==> src/rtl/snake_head_ctrl_if.sv <==
// Bundle between the move_input stage, the snake head controller and its consumers.
// The controller takes the slave side; whoever drives direction/start takes the master side.
interface snake_head_ctrl_if #(
    parameter int XW = 5,
    parameter int YW = 5
);
    logic [2:0]    dir_in;
    logic          start;
    logic [XW-1:0] head_x;
    logic [YW-1:0] head_y;
    logic [2:0]    cur_dir;
    logic          step_pulse;
    logic          game_over;
    logic [1:0]    state;

    modport master (
        output dir_in, start,
        input  head_x, head_y, cur_dir, step_pulse, game_over, state
    );

    modport slave (
        input  dir_in, start,
        output head_x, head_y, cur_dir, step_pulse, game_over, state
    );
endinterface

==> src/rtl/snake_head_ctrl.sv <==
// Snake head controller: advances the head one cell per game tick, filters reversals,
// and either wraps at the board edge or ends the game there.
module snake_head_ctrl #(
    parameter int GRID_W   = 32,
    parameter int GRID_H   = 24,
    parameter int XW       = 5,
    parameter int YW       = 5,
    parameter int TICK_DIV = 25000000,
    parameter int CW       = 25,
    parameter int START_X  = 16,
    parameter int START_Y  = 12,
    parameter bit WRAP     = 1'b1
) (
    input  logic               clk,
    input  logic               reset,
    snake_head_ctrl_if.slave   bus
);

    localparam logic [1:0] ST_IDLE = 2'd0;
    localparam logic [1:0] ST_RUN  = 2'd1;
    localparam logic [1:0] ST_OVER = 2'd2;

    localparam logic [2:0] DIR_NONE  = 3'd0;
    localparam logic [2:0] DIR_LEFT  = 3'd1;
    localparam logic [2:0] DIR_RIGHT = 3'd2;
    localparam logic [2:0] DIR_UP    = 3'd3;
    localparam logic [2:0] DIR_DOWN  = 3'd4;

    localparam logic [XW-1:0] X_MAX    = XW'(GRID_W - 1);
    localparam logic [YW-1:0] Y_MAX    = YW'(GRID_H - 1);
    localparam logic [XW-1:0] X_START  = XW'(START_X);
    localparam logic [YW-1:0] Y_START  = YW'(START_Y);
    localparam logic [CW-1:0] CNT_LAST = CW'(TICK_DIV - 1);

    function automatic logic [2:0] opposite_dir(input logic [2:0] d);
        logic [2:0] o;
        case (d)
            DIR_LEFT:  o = DIR_RIGHT;
            DIR_RIGHT: o = DIR_LEFT;
            DIR_UP:    o = DIR_DOWN;
            DIR_DOWN:  o = DIR_UP;
            default:   o = DIR_NONE;
        endcase
        return o;
    endfunction

    function automatic logic is_move_dir(input logic [2:0] d);
        return (d >= DIR_LEFT) && (d <= DIR_DOWN);
    endfunction

    logic [1:0]    state_r;
    logic [CW-1:0] cnt_r;
    logic [XW-1:0] head_x_r;
    logic [YW-1:0] head_y_r;
    logic [2:0]    cur_dir_r;
    logic [2:0]    pend_dir_r;
    logic          step_pulse_r;
    logic          game_over_r;

    logic          tick_s;
    logic          accept_s;
    logic [XW-1:0] next_x_s;
    logic [YW-1:0] next_y_s;
    logic          off_board_s;

    // Tick detect and reversal filter; reversals are judged against the committed direction.
    always_comb begin
        tick_s   = (cnt_r == CNT_LAST);
        accept_s = is_move_dir(bus.dir_in) && (bus.dir_in != opposite_dir(cur_dir_r));
    end

    // Candidate next head position for the pending direction, with edge handling.
    always_comb begin
        next_x_s    = head_x_r;
        next_y_s    = head_y_r;
        off_board_s = 1'b0;
        case (pend_dir_r)
            DIR_LEFT: begin
                if (head_x_r == {XW{1'b0}}) begin
                    if (WRAP) begin
                        next_x_s = X_MAX;
                    end else begin
                        off_board_s = 1'b1;
                    end
                end else begin
                    next_x_s = head_x_r - XW'(1);
                end
            end
            DIR_RIGHT: begin
                if (head_x_r == X_MAX) begin
                    if (WRAP) begin
                        next_x_s = {XW{1'b0}};
                    end else begin
                        off_board_s = 1'b1;
                    end
                end else begin
                    next_x_s = head_x_r + XW'(1);
                end
            end
            DIR_UP: begin
                if (head_y_r == {YW{1'b0}}) begin
                    if (WRAP) begin
                        next_y_s = Y_MAX;
                    end else begin
                        off_board_s = 1'b1;
                    end
                end else begin
                    next_y_s = head_y_r - YW'(1);
                end
            end
            DIR_DOWN: begin
                if (head_y_r == Y_MAX) begin
                    if (WRAP) begin
                        next_y_s = {YW{1'b0}};
                    end else begin
                        off_board_s = 1'b1;
                    end
                end else begin
                    next_y_s = head_y_r + YW'(1);
                end
            end
            default: begin
                next_x_s    = head_x_r;
                next_y_s    = head_y_r;
                off_board_s = 1'b0;
            end
        endcase
    end

    // Game FSM, tick counter, head position and direction registers.
    always_ff @(posedge clk) begin
        if (reset) begin
            state_r      <= ST_IDLE;
            cnt_r        <= {CW{1'b0}};
            head_x_r     <= X_START;
            head_y_r     <= Y_START;
            cur_dir_r    <= DIR_RIGHT;
            pend_dir_r   <= DIR_RIGHT;
            step_pulse_r <= 1'b0;
            game_over_r  <= 1'b0;
        end else begin
            step_pulse_r <= 1'b0;
            case (state_r)
                ST_IDLE: begin
                    cnt_r <= {CW{1'b0}};
                    if (accept_s) begin
                        pend_dir_r <= bus.dir_in;
                    end
                    if (bus.start) begin
                        state_r <= ST_RUN;
                    end
                end
                ST_RUN: begin
                    // A direction accepted on the step edge only affects the following step.
                    if (accept_s) begin
                        pend_dir_r <= bus.dir_in;
                    end
                    if (tick_s) begin
                        cnt_r     <= {CW{1'b0}};
                        cur_dir_r <= pend_dir_r;
                        if (off_board_s) begin
                            state_r     <= ST_OVER;
                            game_over_r <= 1'b1;
                        end else begin
                            head_x_r     <= next_x_s;
                            head_y_r     <= next_y_s;
                            step_pulse_r <= 1'b1;
                        end
                    end else begin
                        cnt_r <= cnt_r + CW'(1);
                    end
                end
                ST_OVER: begin
                    if (bus.start) begin
                        state_r     <= ST_RUN;
                        cnt_r       <= {CW{1'b0}};
                        head_x_r    <= X_START;
                        head_y_r    <= Y_START;
                        cur_dir_r   <= DIR_RIGHT;
                        pend_dir_r  <= DIR_RIGHT;
                        game_over_r <= 1'b0;
                    end
                end
                default: begin
                    state_r     <= ST_IDLE;
                    cnt_r       <= {CW{1'b0}};
                    game_over_r <= 1'b0;
                end
            endcase
        end
    end

    assign bus.head_x     = head_x_r;
    assign bus.head_y     = head_y_r;
    assign bus.cur_dir    = cur_dir_r;
    assign bus.step_pulse = step_pulse_r;
    assign bus.game_over  = game_over_r;
    assign bus.state      = state_r;

endmodule

==> src/flat_wrapper.sv <==
// flat-port wrapper written by rule: the top's interface ports become plain ports
module snake_head_ctrl_flat 
#(
    parameter int GRID_W   = 32,
    parameter int GRID_H   = 24,
    parameter int XW       = 5,
    parameter int YW       = 5,
    parameter int TICK_DIV = 25000000,
    parameter int CW       = 25,
    parameter int START_X  = 16,
    parameter int START_Y  = 12,
    parameter bit WRAP     = 1'b1
)
  (clk, reset, bus_dir_in, bus_start, bus_head_x, bus_head_y, bus_cur_dir, bus_step_pulse, bus_game_over, bus_state);
  snake_head_ctrl_if #(.XW(XW), .YW(YW)) bus_i ();
  input  logic clk;
  input  logic reset;
  input wire logic [$bits(bus_i.dir_in)-1:0] bus_dir_in;
  input wire logic [$bits(bus_i.start)-1:0] bus_start;
  output wire logic [$bits(bus_i.head_x)-1:0] bus_head_x;
  output wire logic [$bits(bus_i.head_y)-1:0] bus_head_y;
  output wire logic [$bits(bus_i.cur_dir)-1:0] bus_cur_dir;
  output wire logic [$bits(bus_i.step_pulse)-1:0] bus_step_pulse;
  output wire logic [$bits(bus_i.game_over)-1:0] bus_game_over;
  output wire logic [$bits(bus_i.state)-1:0] bus_state;
  assign bus_i.dir_in = bus_dir_in;
  assign bus_i.start = bus_start;
  assign bus_head_x = bus_i.head_x;
  assign bus_head_y = bus_i.head_y;
  assign bus_cur_dir = bus_i.cur_dir;
  assign bus_step_pulse = bus_i.step_pulse;
  assign bus_game_over = bus_i.game_over;
  assign bus_state = bus_i.state;
  snake_head_ctrl #(.GRID_W(GRID_W), .GRID_H(GRID_H), .XW(XW), .YW(YW), .TICK_DIV(TICK_DIV), .CW(CW), .START_X(START_X), .START_Y(START_Y), .WRAP(WRAP)) u_core (.clk(clk), .reset(reset), .bus(bus_i));
endmodule
==> config.mk <==
export PLATFORM = sky130hd
export DESIGN_NAME = snake_head_ctrl_flat
export DESIGN_NICKNAME = d
export VERILOG_FILES = /design/src/rtl/snake_head_ctrl_if.sv /design/src/rtl/snake_head_ctrl.sv /design/src/flat_wrapper.sv
export SDC_FILE = /design/constraint.sdc
export NUM_CORES = 1
export LEC_CHECK = 0
export CORE_MARGIN = 10
export CORE_UTILIZATION = 40
export DETAILED_ROUTE_END_ITERATION = 10
export HOLD_SLACK_MARGIN = 0.05
export PLACE_DENSITY = 0.59
export SLEW_MARGIN = 0
export SYNTH_ARGS = -nofsm -noshare
export SYNTH_HDL_FRONTEND = slang
export SYNTH_SLANG_ARGS = --single-unit
==> constraint.sdc <==
create_clock -name clk -period 2.8 [get_ports clk]
set_clock_uncertainty 0.1 [all_clocks]
set_input_delay 0.56 -clock clk [delete_from_list [all_inputs] [get_ports clk]]
set_output_delay 0.56 -clock clk [all_outputs]
set_load 0.05 [all_outputs]
After elaboration in Yosys (flattened, before gate mapping) --
Index checks and enable logic that the tools add are counted.
Cells by class: $lt $le $gt $ge 2, reduce and logical (&&, ||, !) cells 16, $add $sub $neg 5, equality and inequality tests 20, muxes and demuxes 26, bitwise operators 2
Operators by type and width (count):
- 25-bit 2-to-1 mux | 2
- 25-bit case mux with 2 select lines | 1
- 5-bit 2-to-1 mux | 8
- 5-bit case mux with 2 select lines | 4
- 25-bit by 1-bit adder with 25-bit output, second input constant | 1
- 25-bit == test, second input constant | 1
- 3-bit by 2-bit == test with 1-bit output, second input constant | 4
- 3-bit case mux with 2 select lines | 2
- 3-bit case mux with 4 select lines | 1
- 5-bit by 1-bit adder with 5-bit output, second input constant | 2
- 5-bit == test, second input constant | 2
- 5-bit logical NOT | 2
- 5-bit by 1-bit subtractor with 5-bit output, second input constant | 2
- 3-bit 2-to-1 mux | 3
- 4-bit AND reduction | 2
- 3-bit by 1-bit == test with 1-bit output, second input constant | 2
- 3-bit == test, second input constant | 2
- 2-bit by 1-bit inequality test with 1-bit output, second input constant | 3
- 3-bit inequality test, second input constant | 2
- 3-bit AND reduction | 2
- 2-bit OR reduction | 3
- 2-bit case mux with 2 select lines | 1
- 2-bit AND reduction | 2
- 2-bit nonzero test | 2
- 12 further kinds | 15
Storage, ports and cells: register bits after elaboration 45, output and inout port bits 17, logic and storage cells 79, bits of input ports 6

Longest topological paths before layout --
depth in word-level cells 6, gate-level depth with buffers 8

Worst setup path before layout --
OpenSTA, ideal clock, no wires.
path type register to register, start register u_core.head_x_r[0], in the netlist u_core.bus.head_x[0], end register u_core.head_x_r[3], in the netlist u_core.bus.head_x[3], path buffers 0, path slack 0.476 ns, cell stages (with the launch flop) 9, setup time 0.086 ns, required time 2.614 ns, arrival 2.139 ns, path through dfxtp_1 > ha_1 > and3_1 > ha_1 > nor4b_1 > a22oi_1 > o22ai_1 > nor4_1 > a211oi_1
On the way: cells in the longest elaborated chain, start to end 5
RTL lines:
- start, declared | line snake_head_ctrl.sv:53 | logic [XW-1:0] head_x_r;
- start signal, assigned | line snake_head_ctrl.sv:165 | head_x_r <= next_x_s;
- 5-bit by 1-bit adder with 5-bit output, or another cell as far along | line snake_head_ctrl.sv:97 | next_x_s = head_x_r + XW'(1);
- 5-bit 2-to-1 mux (on tied branches) | line snake_head_ctrl.sv:90, snake_head_ctrl.sv:79
- 5-bit case mux with 2 select lines (*) | line snake_head_ctrl.sv:77 | case (pend_dir_r)
- 5-bit 2-to-1 mux (*) | line snake_head_ctrl.sv:158 | if (tick_s) begin
- 5-bit case mux with 2 select lines (*) | line snake_head_ctrl.sv:143 | case (state_r)
Mark *: on every way between the ends. The rest lies on a longest branch, timed or not. The select of a mux whose other input is x is not followed. A chain may end at the register's enable or synchronous reset.

Final worst setup path --
start register u_core.cnt_r[0], end register u_core.head_x_r[2], in the netlist u_core.bus.head_x[2]
On the way: cells in the longest elaborated chain, start to end 3
RTL lines:
- start, declared | line snake_head_ctrl.sv:52 | logic [CW-1:0] cnt_r;
- start signal, assigned | line snake_head_ctrl.sv:134 | cnt_r <= {CW{1'b0}};
- start signal, assigned | line snake_head_ctrl.sv:145 | cnt_r <= {CW{1'b0}};
- start signal, assigned | line snake_head_ctrl.sv:159 | cnt_r <= {CW{1'b0}};
- 25-bit == test | line snake_head_ctrl.sv:68 | tick_s = (cnt_r == CNT_LAST);
- 2-bit by 1-bit inequality test with 1-bit output (no source line)
- 4-bit AND reduction (no source line)
Every way passes these cells.

==> summary.txt <==
Worst setup path
  • Worst Setup SP: u_core.cnt_r[0]
  • Critical path type: reg2reg
  • Arr. time, crit path: 2520 ps
  • CP startpoint kind: register
  • Reg2reg start: u_core.cnt_r[0]
  • CP Data Required Time: between 2000 and 3000 ps
  • Element type at the critical path end: register
  • Worst-path maximum fanout: 8

Floorplan
  • Die Width: 97.0 um
  • Row Count: 27
  • IO Pins: 23
  • Die H: 97.0 um
  • Initial Utilization: 42.0%
  • Die area: between 9000 and 10,000 sq um
  • Placeable Area: around 5600 sq um

Clock tree
  • Post-CTS Setup Bufs: 0
  • Number of clock sinks: 43
  • Clock Tree Buf Depth: 2
  • CTS tree: done
  • CTS Root Cell: clkbuf_8
  • Cts repair resizes: 0
  • Htree depth: 2
  • Hold-fix buffers at CTS: 0
  • Num CTS Buffers: 5
  • Clk_lat worst skew: slightly below 300 ps
  • Clock-pin slew on the worst setup and hold paths: about 80 ps

Placement
  • Pre-CTS WS: 434 ps
  • DP Cell Count: between 300 and 400
  • Final GP Congestion: ~0.8
  • Port buffer count: 20
  • Post-DP HPWL: 3620 um

Timing
  • Crit path time final: 2400 ps
  • Max-slew violations: 0
  • RSZ-0062 raised after global routing: false
  • Worst-Margin Slew: 516 ps
  • Fin Setup TNS: 0 ps
  • Tcrit/Tclk final: 85.6%
  • Final Hold Vio Count: 0
  • Worst hold margin: about 370 ps
  • Relative slew slack: 65.5%
  • Setup violators final: 0
  • Fmax: 0.417 GHz
  • Setup ws final: slightly above 400 ps

Drt
  • Top routing layer used: met4
  • Wl on met1: 2550 um
  • TritonRoute pass-1 iters: 4
  • Drc violations: 0
  • ANT nets after route: 0
  • Routed WL: 5000 um
  • First-iteration detailed-routing DRC count: 114
  • Met3 Wirelength: 188 um
  • Routed met2 length: 2220 um
  • Number of vias per cell: 5.46
  • Via Count: 2,043
  • Post-DR wirelength/cell: 13.4 um

Yosys
  • Post-synthesis cell count: ~290
  • Number of flops mapped to enable cells by yosys: 0
  • Synthesized area: around 2400 sq um
  • Distinct cells, synth: 53
  • Register area share after synthesis: ~36%
  • Largest cells by area after synthesis: dfxtp_1 (36%), xor2_1 (7.0%), nor2_1 (6.5%)
  • Syn avg cell area: approximately 8.3 sq um
  • Most common flop cell mapped by yosys: dfxtp_1
  • Synth area leader: dfxtp_1
  • Async S/R FF share, synth: 0%
  • Yosys reg bits: 43
  • Ys Warns: 0
  • Area share of the largest cell type after synthesis: 36.3%

Power and ir drop
  • P_leak: 0.964 nW
  • Pwr dens: 459 nW/um^2
  • Total power: 0.00127 W
  • VDD IR max: ~0.00025 V

Global route
  • Initial antenna violation count: 0
  • Largest net degree at the start of global routing: 19
  • Gr ovfl total: 0
  • Vias in the first global route: 1,802
  • First-pass GRT wire length: 8500 um
  • GR Util All Layers: 10.4%

Final layout
  • Ratio of cells with drive above 1 in the final layout: 7.95%
  • Diodes inserted: 0
  • Area Overhead vs Synth: 16.9%
  • Total Nets Final: 313
  • Final non-filler cell total: between 300 and 400

Worst hold path
  • Path type of the worst min-delay path: reg2reg
  • Hold_sp: u_core.cnt_r[0]

Run
  • MaxCap Viol Count: 0

Outcome
  • Status: finished clean
## layout by cell type (no fill, tap or decap), drive strengths merged, types with 7 or more instances in the layout
master	instances
nor2	41
buf	7
nor4	7
nand2	19
clkdlybuf4s50	20
nand3	12
a21oi	13
inv	9
xor2	19
nor3	7
dfxtp	43
mux2i	7
nand4	11
## synth_stat cells, drive strengths merged (4+ instances only)
| library cell | n |
|---|---|
| nor4 | 7 |
| nor3 | 7 |
| nand3 | 12 |
| inv | 9 |
| ha | 6 |
| and3 | 4 |
| nor4b | 4 |
| xor2 | 19 |
| mux2i | 7 |
| nor2 | 41 |
| nand2 | 19 |
| and4 | 5 |
| buf | 6 |
| nor2b | 5 |
| xnor2 | 6 |
| dfxtp | 43 |
| nand4 | 11 |
| clkbuf | 15 |
| a21oi | 13 |
| o21ai | 6 |
## routing by layer
| layer | up-vias | GRT usage [%] |
|---|---|---|
| li1 | 1051 | - |
| met1 | 956 | 13.8 |
| met2 | 32 | 15.6 |
| met3 | 4 | 3.19 |
| met4 | 0 | 3.04 |
| met5 | - | 0 |
## cell type report
cell class / instances / area (sq um)
Fill cell: 562 / 2870
Clock buffer: 5 / 68.8
Sequential cell: 43 / 861
Multi-Input combinational cell: 215 / 1400
Tap cell: 72 / 90.1
Timing Repair Buffer: 27 / 253
Clock inverter: 3 / 67.6
Inverter: 9 / 33.8
## path summary, 6_finish.rpt
kind                            cells past startpoint              endpoint  slack [ps]
worst min-delay path                                1       u_core.cnt_r[0]         370
worst min register to register                      1       u_core.cnt_r[0]         370
worst max-delay path                                6  u_core.bus.head_x[2]         400
worst max register to register                      6  u_core.bus.head_x[2]         400
## worst max-delay path, cell delays in order, from the launching register on
cell and delay, ps:
dfxtp_1 370, ha_1 220, and4_1 230, nand3_1 160
or4b_1 710, or3_1 400, a21oi_1 140
## report_power, final
group          switching [W]  internal [W]   total, W
clock               0.000212      0.000356   0.000568
sequential        0.00000773      0.000615   0.000623
combinational      0.0000479     0.0000328  0.0000807
total               0.000268       0.00100    0.00127
## registers in the layout (all words and copies together) (netlist names)
register and count:
u_core.bus.head_x 5, u_core.cnt_r 25, u_core.bus.cur_dir 3, u_core.pend_dir_r 3, u_core.bus.head_y 5, u_core.bus.step_pulse 1
u_core.bus.state 1
## metrics by stage
stage               utilization, %  cell area, sq um
floorplan                        -              2380
CTS                           49.1              2770
detailed placement            46.7              2640
finish                        49.1              2770
global route                  49.1              2770
global placement              46.7              2640
## cell families after synthesis
family	Yosys count	synth area share, %
buf+inv	30	5.22
mux	7	2.95
compound gates	45	12.9
flops	43	36.3
xor+xnor	25	9.23
other cells	1	0.158
simple gates	130	30.1
fa+ha+maj	6	3.16
Power figures use the tool's default switching activity.
